File: src/rtl/vga_pkg.sv
// rtl/vga_pkg.sv - VGA 640x480@60 timing constants, frame buffer depth and RGB444 layout
package vga_pkg;

  localparam int VGA_ADDR_W     = 19;
  localparam int VGA_H_ACTIVE   = 640;
  localparam int VGA_H_FP       = 16;
  localparam int VGA_H_SYNC     = 96;
  localparam int VGA_H_BP       = 48;
  localparam int VGA_V_ACTIVE   = 480;
  localparam int VGA_V_FP       = 10;
  localparam int VGA_V_SYNC     = 2;
  localparam int VGA_V_BP       = 33;
  localparam int VGA_RD_LATENCY = 2;
  localparam bit VGA_SYNC_POL   = 1'b0;

  localparam int VGA_H_TOTAL = VGA_H_ACTIVE + VGA_H_FP + VGA_H_SYNC + VGA_H_BP;
  localparam int VGA_V_TOTAL = VGA_V_ACTIVE + VGA_V_FP + VGA_V_SYNC + VGA_V_BP;
  localparam int FB_DEPTH    = VGA_H_ACTIVE * VGA_V_ACTIVE;

  // RGB444 word layout, shared with the camera capture stage
  localparam int RGB_W     = 12;
  localparam int RGB_CH_W  = 4;
  localparam int RGB_R_LSB = 8;
  localparam int RGB_G_LSB = 4;
  localparam int RGB_B_LSB = 0;

  typedef struct packed {
    logic de;
    logic hs;
    logic vs;
    logic fs;
  } vga_ctl_t;

  function automatic logic sync_level(input logic active, input bit pol);
    return active ? pol : ~pol;
  endfunction

endpackage

File: src/rtl/vga_timing_gen.sv
// rtl/vga_timing_gen.sv - h/v scan counters and stage-0 de/hs/vs/frame-start flags
module vga_timing_gen
  import vga_pkg::*;
#(
  parameter int H_ACTIVE = VGA_H_ACTIVE,
  parameter int H_FP     = VGA_H_FP,
  parameter int H_SYNC   = VGA_H_SYNC,
  parameter int H_BP     = VGA_H_BP,
  parameter int V_ACTIVE = VGA_V_ACTIVE,
  parameter int V_FP     = VGA_V_FP,
  parameter int V_SYNC   = VGA_V_SYNC,
  parameter int V_BP     = VGA_V_BP
) (
  input  logic     pclk,
  input  logic     rst_n,
  output vga_ctl_t ctl0
);

  localparam int H_TOTAL = H_ACTIVE + H_FP + H_SYNC + H_BP;
  localparam int V_TOTAL = V_ACTIVE + V_FP + V_SYNC + V_BP;
  localparam int H_W     = $clog2(H_TOTAL);
  localparam int V_W     = $clog2(V_TOTAL);

  localparam logic [H_W-1:0] H_LAST   = H_W'(H_TOTAL - 1);
  localparam logic [H_W-1:0] H_ACT_C  = H_W'(H_ACTIVE);
  localparam logic [H_W-1:0] HS_START = H_W'(H_ACTIVE + H_FP);
  localparam logic [H_W-1:0] HS_END   = H_W'(H_ACTIVE + H_FP + H_SYNC);
  localparam logic [V_W-1:0] V_LAST   = V_W'(V_TOTAL - 1);
  localparam logic [V_W-1:0] V_ACT_C  = V_W'(V_ACTIVE);
  localparam logic [V_W-1:0] VS_START = V_W'(V_ACTIVE + V_FP);
  localparam logic [V_W-1:0] VS_END   = V_W'(V_ACTIVE + V_FP + V_SYNC);

  logic [H_W-1:0] h_cnt;
  logic [V_W-1:0] v_cnt;

  always_ff @(posedge pclk or negedge rst_n) begin
    if (!rst_n) begin
      h_cnt <= '0;
      v_cnt <= '0;
    end else if (h_cnt == H_LAST) begin
      h_cnt <= '0;
      v_cnt <= (v_cnt == V_LAST) ? '0 : v_cnt + 1'b1;
    end else begin
      h_cnt <= h_cnt + 1'b1;
    end
  end

  // Flags are active-high here; polarity is applied only at the output pins
  always_comb begin
    ctl0    = '0;
    ctl0.de = (h_cnt < H_ACT_C) && (v_cnt < V_ACT_C);
    ctl0.hs = (h_cnt >= HS_START) && (h_cnt < HS_END);
    ctl0.vs = (v_cnt >= VS_START) && (v_cnt < VS_END);
    ctl0.fs = (h_cnt == '0) && (v_cnt == '0);
  end

endmodule

File: src/rtl/vga_frame_reader.sv
// rtl/vga_frame_reader.sv - frame buffer scan-out: address counter, latency realignment, VGA pin registers
module vga_frame_reader
  import vga_pkg::*;
#(
  parameter int ADDR_W     = VGA_ADDR_W,
  parameter int H_ACTIVE   = VGA_H_ACTIVE,
  parameter int H_FP       = VGA_H_FP,
  parameter int H_SYNC     = VGA_H_SYNC,
  parameter int H_BP       = VGA_H_BP,
  parameter int V_ACTIVE   = VGA_V_ACTIVE,
  parameter int V_FP       = VGA_V_FP,
  parameter int V_SYNC     = VGA_V_SYNC,
  parameter int V_BP       = VGA_V_BP,
  parameter int RD_LATENCY = VGA_RD_LATENCY,
  parameter bit SYNC_POL   = VGA_SYNC_POL
) (
  input  logic              pclk,
  input  logic              rst_n,
  output logic [ADDR_W-1:0] frame_addr,
  input  logic [RGB_W-1:0]  frame_data,
  output logic [3:0]        vga_r,
  output logic [3:0]        vga_g,
  output logic [3:0]        vga_b,
  output logic              vga_hs,
  output logic              vga_vs,
  output logic              frame_start
);

  localparam logic [ADDR_W-1:0] ADDR_LAST = ADDR_W'(H_ACTIVE * V_ACTIVE - 1);

  vga_ctl_t         ctl0;
  vga_ctl_t         ctl_pipe [RD_LATENCY];
  vga_ctl_t         ctl_dly;
  logic [RGB_W-1:0] rgb_q;

  vga_timing_gen #(
    .H_ACTIVE (H_ACTIVE),
    .H_FP     (H_FP),
    .H_SYNC   (H_SYNC),
    .H_BP     (H_BP),
    .V_ACTIVE (V_ACTIVE),
    .V_FP     (V_FP),
    .V_SYNC   (V_SYNC),
    .V_BP     (V_BP)
  ) u_timing (
    .pclk  (pclk),
    .rst_n (rst_n),
    .ctl0  (ctl0)
  );

  // Wrapping after the last visible pixel prefetches the next frame's origin during blanking
  always_ff @(posedge pclk or negedge rst_n) begin
    if (!rst_n) begin
      frame_addr <= '0;
    end else if (ctl0.de) begin
      frame_addr <= (frame_addr == ADDR_LAST) ? '0 : frame_addr + 1'b1;
    end
  end

  always_ff @(posedge pclk or negedge rst_n) begin
    if (!rst_n) begin
      for (int i = 0; i < RD_LATENCY; i++) ctl_pipe[i] <= '0;
    end else begin
      ctl_pipe[0] <= ctl0;
      for (int i = 1; i < RD_LATENCY; i++) ctl_pipe[i] <= ctl_pipe[i-1];
    end
  end

  assign ctl_dly = ctl_pipe[RD_LATENCY-1];

  always_ff @(posedge pclk or negedge rst_n) begin
    if (!rst_n) begin
      rgb_q       <= '0;
      vga_hs      <= ~SYNC_POL;
      vga_vs      <= ~SYNC_POL;
      frame_start <= 1'b0;
    end else begin
      rgb_q       <= ctl_dly.de ? frame_data : '0;
      vga_hs      <= sync_level(ctl_dly.hs, SYNC_POL);
      vga_vs      <= sync_level(ctl_dly.vs, SYNC_POL);
      frame_start <= ctl_dly.fs;
    end
  end

  assign vga_r = rgb_q[RGB_R_LSB +: RGB_CH_W];
  assign vga_g = rgb_q[RGB_G_LSB +: RGB_CH_W];
  assign vga_b = rgb_q[RGB_B_LSB +: RGB_CH_W];

endmodule

File: config.mk
export PLATFORM = sky130hd
export DESIGN_NAME = vga_frame_reader
export DESIGN_NICKNAME = d
export VERILOG_FILES = /design/src/rtl/vga_pkg.sv /design/src/rtl/vga_timing_gen.sv /design/src/rtl/vga_frame_reader.sv
export SDC_FILE = /design/constraint.sdc
export NUM_CORES = 1
export LEC_CHECK = 0
export CAP_MARGIN = 20
export CORE_UTILIZATION = 40
export DETAILED_ROUTE_END_ITERATION = 10
export SYNTH_ARGS = -nofsm -noshare
export SYNTH_HDL_FRONTEND = slang
export SYNTH_HIERARCHICAL = 1
export SYNTH_SLANG_ARGS = --single-unit
File: constraint.sdc
create_clock -name pclk -period 2.2 [get_ports pclk]
set_input_delay 0.66 -clock pclk [delete_from_list [all_inputs] [get_ports pclk]]
set_output_delay 0.66 -clock pclk [all_outputs]
set_load 0.005 [all_outputs]
==> impl_metrics.toml, run 1 <==
[run_status]
status = "completed"

[global_route]
grt_pass1_wl_um = 9190
antenna_found_initial = 0
grt_pass1_vias = 1929
grt_overflow = 0
grt_max_degree = 63
track_usage = 0.164

[sta]
setup_tns_ps = 0
setup_violations = 0
rsz0062_at_grt = "no"
tightest_slew_ps = 440
relSlewSlack = 0.703
period_needed_ps = 2010
finalCritPeriodShare = 0.915
max_freq_ghz = 0.497
maxSlewViolCount = 0
skew_ps = 8.04
hold_viol = 0

[clock_tree]
path_clk_slew_ps = 60
root_buffer = "clkbuf_8"
cts_buffer_depth = 2
insertion_delay_ps = 340
cts_tree = "built"
cts_buffers = 9
htree_levels = 3
cts_sinks = 62
postCtsHoldBufs = 0

[routing]
drtIter0Drc = 68
vias = 2001
wl_per_cell_um = 13.9
drt-total-wl_um = 5340
firstDrtPassIters = 4
route.detailed.drc = 0
postRouteAntennaNets = 0
via_per_inst = 5.20

[critical_path]
cp.arrival_ps = 1350
endpoint_kind = "output port"
cp_max_fo = 6
crit_buf_inv = 1
required_ps = 1540
crit_family = "buffers and inverters"
cp_slowest_cell = "clkdlybuf4s50_1"
crit_chain = "clkdlybuf4s50_1"
path_class = "reg2out"
critPathMaxStageDelay_ps = 550
cp-start-kind = "flip-flop"

[synthesis]
synth_edf_count = 0
synth-main-ff-cell = "dfrtp_1"
ys_types = 46
synth_warnings = 6
ys_seq_area_frac = 0.558
synth_area_leaders = "dfrtp_1, xnor2_1, xor2_1"
ys_ff_latch = 62
synthTopCellsByCount = "dfrtp_1, nand3_1, nor2_1"
yosys.area.top_type = "dfrtp_1"
yosysTopAreaCellShare = 0.539
synthCells = 244
avgSynthCellArea_um2 = 11.4
synth_fp_nets = 263
yosysMostFrequentCell = "dfrtp_1"
synthArstFlopShare = 1.00
netlist_area_um2 = 2780

[cells_and_area]
fin_area_um2 = 3580
nets = 320
syn_to_final_growth_pct = 28.5
drive_gt1_frac = 0.131
antennaDiodeCount = 0
layoutNonFillerInstCount = 385

[placed_design]
dpl.hpwl_um = 3540
io_buffers = 47
post_dp_cell_area_um2 = 3370
place_inst = 370
globalplace.congestion = 0.846

[floorplan]
dieWidth_um = 85.4
pin_count = 48
num_rows = 30
start_util = 0.412
core_area_um2 = 6760
die_y_um = 85.4
dieArea_um2 = 7300

[pwr]
p_leak_nw = 1.59
p_per_area_nw_per_um2 = 638
ir_drop_uv = 242

[min_path]
min_path_type = "in2async"

[job]
max-cap-violations = 0
layer usage:
layer,vias to the layer above,part of all wire,global-route usage
met5,-,0,0
met4,0,0.023,0.0909
met3,10,0.047,0.0389
met2,57,0.44,0.249
met1,960,0.49,0.216
li1,974,-,-
path summary, 6_finish.rpt:
path	from	end	slack, ps	depth (start not counted)
min reg2reg	ctl_dly[1]$_DFF_PN0_	vga_vs$_DFF_PN1_	340	1
min	rst_n	rgb_q[10]$_DFF_PN0_	320	2
min in group pclk	ctl_dly[1]$_DFF_PN0_	vga_vs$_DFF_PN1_	340	1
max reg2reg	u_timing/v_cnt[5]$_DFFE_PN0N_	frame_addr[13]$_DFFE_PN0P_	230	8
max	frame_addr[4]$_DFFE_PN0P_	frame_addr[4]	190	1
max in group asynchronous	rst_n	vga_vs$_DFF_PN1_	1570	2
layout by cell type, fill, tap and decap left out, types with 2 or more instances in the layout:
cell,netlist,layout
clkbuf_8,0,9
nand3_1,17,17
bufinv_16,0,2
nor2b_1,2,2
and4_1,5,5
inv_1,12,12
xor2_1,11,11
nor4_2,2,3
mux2i_1,3,3
o21ai_0,4,4
nand4_1,12,12
buf_4,2,7
a31oi_1,5,5
a21oi_1,4,4
ha_1,5,5
clkinv_2,0,3
nor3b_1,2,2
and3_1,4,4
and2_1,14,14
dfstp_2,2,2
nor2_1,16,16
o211ai_1,2,2
dfrtp_1,60,60
o41ai_1,2,2
xnor2_1,13,13
nor3_1,8,8
nor4_4,2,2
nand2_1,8,8
nor4b_1,2,2
clkdlybuf4s50_1,0,46
sequential cells by signal (all words and copies together) (netlist names), 4 cells and up:
register / flops
frame_addr: 19
u_timing/h_cnt: 10
rgb_q: 12
ctl_dly: 4
ctl_pipe: 4
u_timing/v_cnt: 10
cells by family (layout without fill, tap and decap cells):
logic type / after synthesis / after routing / share of synthesized area
AND/OR/NAND/NOR: 107 / 107 / 0.245
AO/OA/AOI/OAI: 22 / 22 / 0.0521
buffers and inverters: 21 / 82 / 0.0355
flip-flops: 62 / 62 / 0.558
XOR/XNOR: 24 / 24 / 0.0755
adder cells (fa/ha/maj): 5 / 5 / 0.0225
multiplexers: 3 / 3 / 0.0108
power breakdown:
group | leakage, nW | switching, mW | internal, mW
logic | 0.693 | 0.0313 | 0.0466
clock network | 0.106 | 0.427 | 0.626
registers | 0.792 | 0.00258 | 1.15
final cells by class:
| type | instances | area, um2 |
|---|---|---|
| fillers | 608 | 3180 |
| flip-flops and latches | 62 | 1550 |
| multi-input cells | 161 | 1140 |
| repair buffers | 55 | 538 |
| clock buffers | 10 | 128 |
| well taps | 80 | 100 |
| clock inverters | 5 | 75.1 |
| inverters | 12 | 45.0 |
metrics by stage:
step	power, mW	setup WS [ps]	utilization	hold WS, ps
3_3_place_gp	1.26	168	0.499	332
6_report	2.28	187	0.530	319
5_1_grt	2.38	39.3	0.530	343
3_5_place_dp	1.26	77.7	0.499	335
2_1_floorplan	1.18	253	-	331
4_1_cts	2.32	45.8	0.529	327
what timing repair did:
action	4_1_cts	5_1_grt
setup endpoints to repair	0	11
resized for setup	0	2
setup buffers	0	0
No activity file was read; power rests on OpenSTA's default activity.
==> run 2, diff against run 1 <==
--- a/config.mk
+++ b/config.mk
@@ -6,9 +6,11 @@
 export NUM_CORES = 1
 export LEC_CHECK = 0
 export CAP_MARGIN = 20
+export CORE_MARGIN = 4
 export CORE_UTILIZATION = 40
 export DETAILED_ROUTE_END_ITERATION = 10
 export SYNTH_ARGS = -nofsm -noshare
 export SYNTH_HDL_FRONTEND = slang
 export SYNTH_HIERARCHICAL = 1
 export SYNTH_SLANG_ARGS = --single-unit
+export TNS_END_PERCENT = 1
==> impl_metrics.toml, run 2 (same netlist as run 1, synthesis figures left out) <==
[floorplan]
dieWidth_um = 91.4
num_rows = 30
pin_count = 48
start_util = 0.410
die_y_um = 91.4
dieArea_um2 = 8360
core_area_um2 = 6790

[cells_and_area]
seq_area_um2 = 1550
fin_util = 0.526
largest_reg_flops = 19
top_register = "frame_addr"
multiInputGateArea_um2 = 1130
final_cell_mix = "dfrtp_1, clkdlybuf4s50_1, nand3_1, nor2_1, and2_1"
syn_to_final_growth_pct = 28.3
nFillCells = 604
nets = 319
drive_gt1_frac = 0.125
reg.largest.list = "frame_addr (19), rgb_q (12)"
final_common_cell = "dfrtp_1"
antennaDiodeCount = 0

[sta]
setup_tns_ps = 0
hold_viol = 0
period_needed_ps = 2020
finalCritPeriodShare = 0.918
tightest_slew_ps = 513
relSlewSlack = 0.654
setup_violations = 0
maxSlewViolCount = 0
rsz0062_at_grt = "no"
max_freq_ghz = 0.495
skew_ps = 7.44

[placed_design]
globalplace.congestion = 0.838
io_buffers = 47
dpl.hpwl_um = 3690

[clock_tree]
htree_levels = 3
cts_buffer_depth = 2
post-cts-setup-buffers = 0
cts_tree = "built"
postCtsHoldBufs = 0
path_clk_slew_ps = 70
cts_buffers = 9
post_cts_resized = 0
cts_sinks = 62
root_buffer = "clkbuf_8"
insertion_delay_ps = 330

[global_route]
grt_max_degree = 63
grt_overflow = 0
grt_pass1_wl_um = 9450
grt_pass1_vias = 1965
track_usage = 0.139
antenna_found_initial = 0

[routing]
vias = 1999
via_per_inst = 4.99
firstDrtPassIters = 4
drtIter0Drc = 115
postRouteAntennaNets = 0
drt-total-wl_um = 5400
route.detailed.drc = 0
wl_per_cell_um = 13.5

[job]
max-cap-violations = 0

[critical_path]
endpoint_kind = "output port"
cp_slowest_cell = "clkdlybuf4s50_1"
crit_buf_inv = 1
path_class = "reg2out"
crit_chain = "clkdlybuf4s50_1"
crit_family = "buffers and inverters"
required_ps = 1540
critPathMaxStageDelay_ps = 560
cp.arrival_ps = 1360
cp-start-kind = "flip-flop"
cp_max_fo = 6

[run_status]
status = "completed"

[pwr]
ir_drop_uv = 253
p_leak_nw = 1.57
p_per_area_nw_per_um2 = 614

[min_path]
min_path_type = "in2async"
-- run 2: changes by cell type in the layout (fill, tap and decap cells not counted), sizes merged --
cell / previous run / this run
bufinv: 2 / 1
buf: 9 / 8
clkinv: 3 / 2
clkinvlp: 0 / 3
-- run 2: final cells by class --
| cell class | instances | share of cell area |
|---|---|---|
| clock buffer | 10 | 0.0357 |
| clock inverter | 6 | 0.0175 |
| inverter | 12 | 0.0126 |
| multi-input combinational | 161 | 0.317 |
| sequential | 62 | 0.435 |
| tap | 96 | 0.0336 |
| timing repair buffer | 54 | 0.149 |
-- run 2: metal layers --
metal / track usage / part of all wire
met2: 0.204 / 0.43
met5: 0 / 0
met4: 0.0716 / 0.022
met1: 0.190 / 0.48
met3: 0.0356 / 0.059
-- run 2: report_power, final --
part | leakage [nW] | switching, mW | internal, mW | total, mW
registers | 0.792 | 0.00261 | 1.15 | 1.15
clock network | 0.0883 | 0.443 | 0.519 | 0.962
logic | 0.685 | 0.0319 | 0.0466 | 0.0785
-- run 2: final timing paths --
| path | start | cells after the start | slack (ps) | to |
|---|---|---|---|---|
| max | frame_addr[4]$_DFFE_PN0P_ | 1 | 180 | frame_addr[4] |
| min | rst_n | 2 | 320 | rgb_q[4]$_DFF_PN0_ |
| max reg2reg | u_timing/v_cnt[5]$_DFFE_PN0N_ | 7 | 200 | frame_addr[17]$_DFFE_PN0P_ |
| max in group asynchronous | rst_n | 2 | 1570 | vga_vs$_DFF_PN1_ |
| min reg2reg | ctl_pipe[4]$_DFF_PN0_ | 0 | 350 | ctl_dly[0]$_DFF_PN0_ |
| min in group pclk | ctl_pipe[4]$_DFF_PN0_ | 0 | 350 | ctl_dly[0]$_DFF_PN0_ |
-- run 2: stage by stage --
step | hold WS [ps] | area, um2 | power (mW) | setup WS [ps] | std cells
after floorplan | 331 | 2780 | 1.18 | 253 | 244
after global placement | 333 | 3380 | 1.26 | 239 | 385
after detailed placement | 336 | 3380 | 1.26 | 196 | 385
after CTS | 339 | 3570 | 2.23 | 154 | 401
after global routing | 341 | 3570 | 2.29 | 17.8 | 401
final | 321 | 3570 | 2.19 | 180 | 401
==> run 3, diff against run 2 <==
--- a/config.mk
+++ b/config.mk
@@ -6,9 +6,12 @@
 export NUM_CORES = 1
 export LEC_CHECK = 0
 export CAP_MARGIN = 20
+export CELL_PAD_IN_SITES_DETAIL_PLACEMENT = 1
+export CELL_PAD_IN_SITES_GLOBAL_PLACEMENT = 2
 export CORE_MARGIN = 4
-export CORE_UTILIZATION = 40
+export CORE_UTILIZATION = 34
 export DETAILED_ROUTE_END_ITERATION = 10
+export PLACE_DENSITY_LB_ADDON = 0.1
 export SYNTH_ARGS = -nofsm -noshare
 export SYNTH_HDL_FRONTEND = slang
 export SYNTH_HIERARCHICAL = 1
==> impl_metrics.toml, run 3 (same netlist as run 1, synthesis figures left out) <==
[floorplan]
die_y_um = 98.5
dieArea_um2 = 9700
core_area_um2 = 7850
start_util = 0.355
pin_count = 48
dieWidth_um = 98.5
num_rows = 32

[global_route]
gr-usage-met1 = 0.195
grt.busiest_layer = "met2"
use_met3 = 0.0318
track_usage = 0.139
grt_max_degree = 63
grt_use_met2 = 0.210
grt_overflow = 0
grt_pass1_vias = 2151
antenna_found_initial = 0
grt_pass1_wl_um = 10900

[cells_and_area]
nets = 323
antennaDiodeCount = 0
syn_to_final_growth_pct = 28.9
final_cell_mix = "dfrtp_1, clkdlybuf4s50_1, nand3_1, nor2_1, and2_1"
final_common_cell = "dfrtp_1"
largest_reg_flops = 19
top_register = "frame_addr"
reg.largest.list = "frame_addr (19), rgb_q (12)"
drive_gt1_frac = 0.133

[sta]
period_needed_ps = 2040
relSlewSlack = 0.631
maxSlewViolCount = 0
setup_violations = 0
tightest_slew_ps = 546
rsz0062_at_grt = "no"
finalCritPeriodShare = 0.928
hold_viol = 0
setup_tns_ps = 0
max_freq_ghz = 0.490
skew_ps = 12.8
whs_ps = 335

[critical_path]
endpoint_kind = "output port"
cp-start-kind = "flip-flop"
crit_buf_inv = 1
crit_chain = "clkdlybuf4s50_1"
path_depth = 1
crit_family = "buffers and inverters"
critPathMaxStageDelay_ps = 570
required_ps = 1540
cp_slowest_cell = "clkdlybuf4s50_1"
reg2regPathDepth = 7
cp_max_fo = 7
cp.arrival_ps = 1380
path_class = "reg2out"

[clock_tree]
cts_sinks = 62
root_buffer = "clkbuf_8"
cts_tree = "built"
cts_buffers = 9
cts_buffer_depth = 2
htree_levels = 3
path_clk_slew_ps = 70
insertion_delay_ps = 330

[routing]
drt-total-wl_um = 6270
postRouteAntennaNets = 0
via_per_inst = 5.01
vias = 2055
wl_per_cell_um = 15.3
drtIter0Drc = 47
firstDrtPassIters = 4
route.detailed.drc = 0

[job]
max-cap-violations = 0

[placed_design]
globalplace.congestion = 0.738
dpl.hpwl_um = 4430
io_buffers = 47

[pwr]
p_per_area_nw_per_um2 = 588
p_leak_nw = 1.59
ir_drop_uv = 256

[run_status]
status = "completed"

[min_path]
min_path_type = "in2async"
-- run 3: cell count changes in the layout (fill, tap and decap cells not counted) --
cell	before	now
buf_4	6	10
clkinvlp_4	3	0
clkbuf_8	9	11
and3b_1	1	0
and3b_2	0	1
bufinv_16	1	0
clkbuf_1	1	2
-- run 3: worst register-to-register path: cells and delay by family, from the launching register on --
family	cells	cell delay [ps]
and+or+nand+nor	6	1300
xor gates and xnor gates	1	150
DFF	1	420
-- run 3: cell type report --
cell class                      count  area (um2)
Fill cell                         867        4260
Sequential cell                    62        1550
Multi-Input combinational cell    161        1130
Timing Repair Buffer               58         561
Clock buffer                       13         159
Tap cell                          102         128
Inverter                           12        45.0
Clock inverter                      2        10.0
-- run 3: path summary, 6_finish.rpt --
kind / end / start / slack (ps)
setup / recovery: frame_addr[2] / frame_addr[2]$_DFFE_PN0P_ / 160
min in group pclk: frame_start$_DFF_PN0_ / ctl_dly[0]$_DFF_PN0_ / 350
max in group asynchronous: vga_vs$_DFF_PN1_ / rst_n / 1550
hold reg to reg: frame_start$_DFF_PN0_ / ctl_dly[0]$_DFF_PN0_ / 350
hold / removal: rgb_q[5]$_DFF_PN0_ / rst_n / 340
setup reg to reg: frame_addr[17]$_DFFE_PN0P_ / u_timing/v_cnt[5]$_DFFE_PN0N_ / 210
-- run 3: report_power, final --
part	internal (mW)	leakage (nW)	total (mW)	switching [mW]
Sequential	1.15	0.792	1.15	0.00314
Combinational	0.0467	0.704	0.0796	0.0330
Clock	0.461	0.0893	0.876	0.415
Total	1.66	1.59	2.11	0.451
-- run 3: timing repair --
item                       CTS  global route
setup endpoints to repair    0             7
gates resized for setup      0             1
hold buffers                 0             0
buffers inserted             0             1
-- run 3: per-stage QoR --
step | cells | setup WS [ps] | power (mW) | utilization | instance area [um2]
6_report | 410 | 158 | 2.11 | 0.457 | 3590
3_3_place_gp | 394 | 168 | 1.26 | 0.435 | 3410
5_1_grt | 410 | 82.0 | 2.21 | 0.457 | 3590
2_1_floorplan | 244 | 253 | 1.18 | - | 2780
3_5_place_dp | 394 | 153 | 1.26 | 0.435 | 3410
4_1_cts | 409 | 127 | 2.15 | 0.456 | 3580
-- run 3: routing by layer --
layer,wire [um],part of all wire,vias up
met4,99,0.016,0
met2,2880,0.46,40
met3,240,0.038,8
li1,-,-,982
met5,0,0,-
met1,3050,0.49,1025
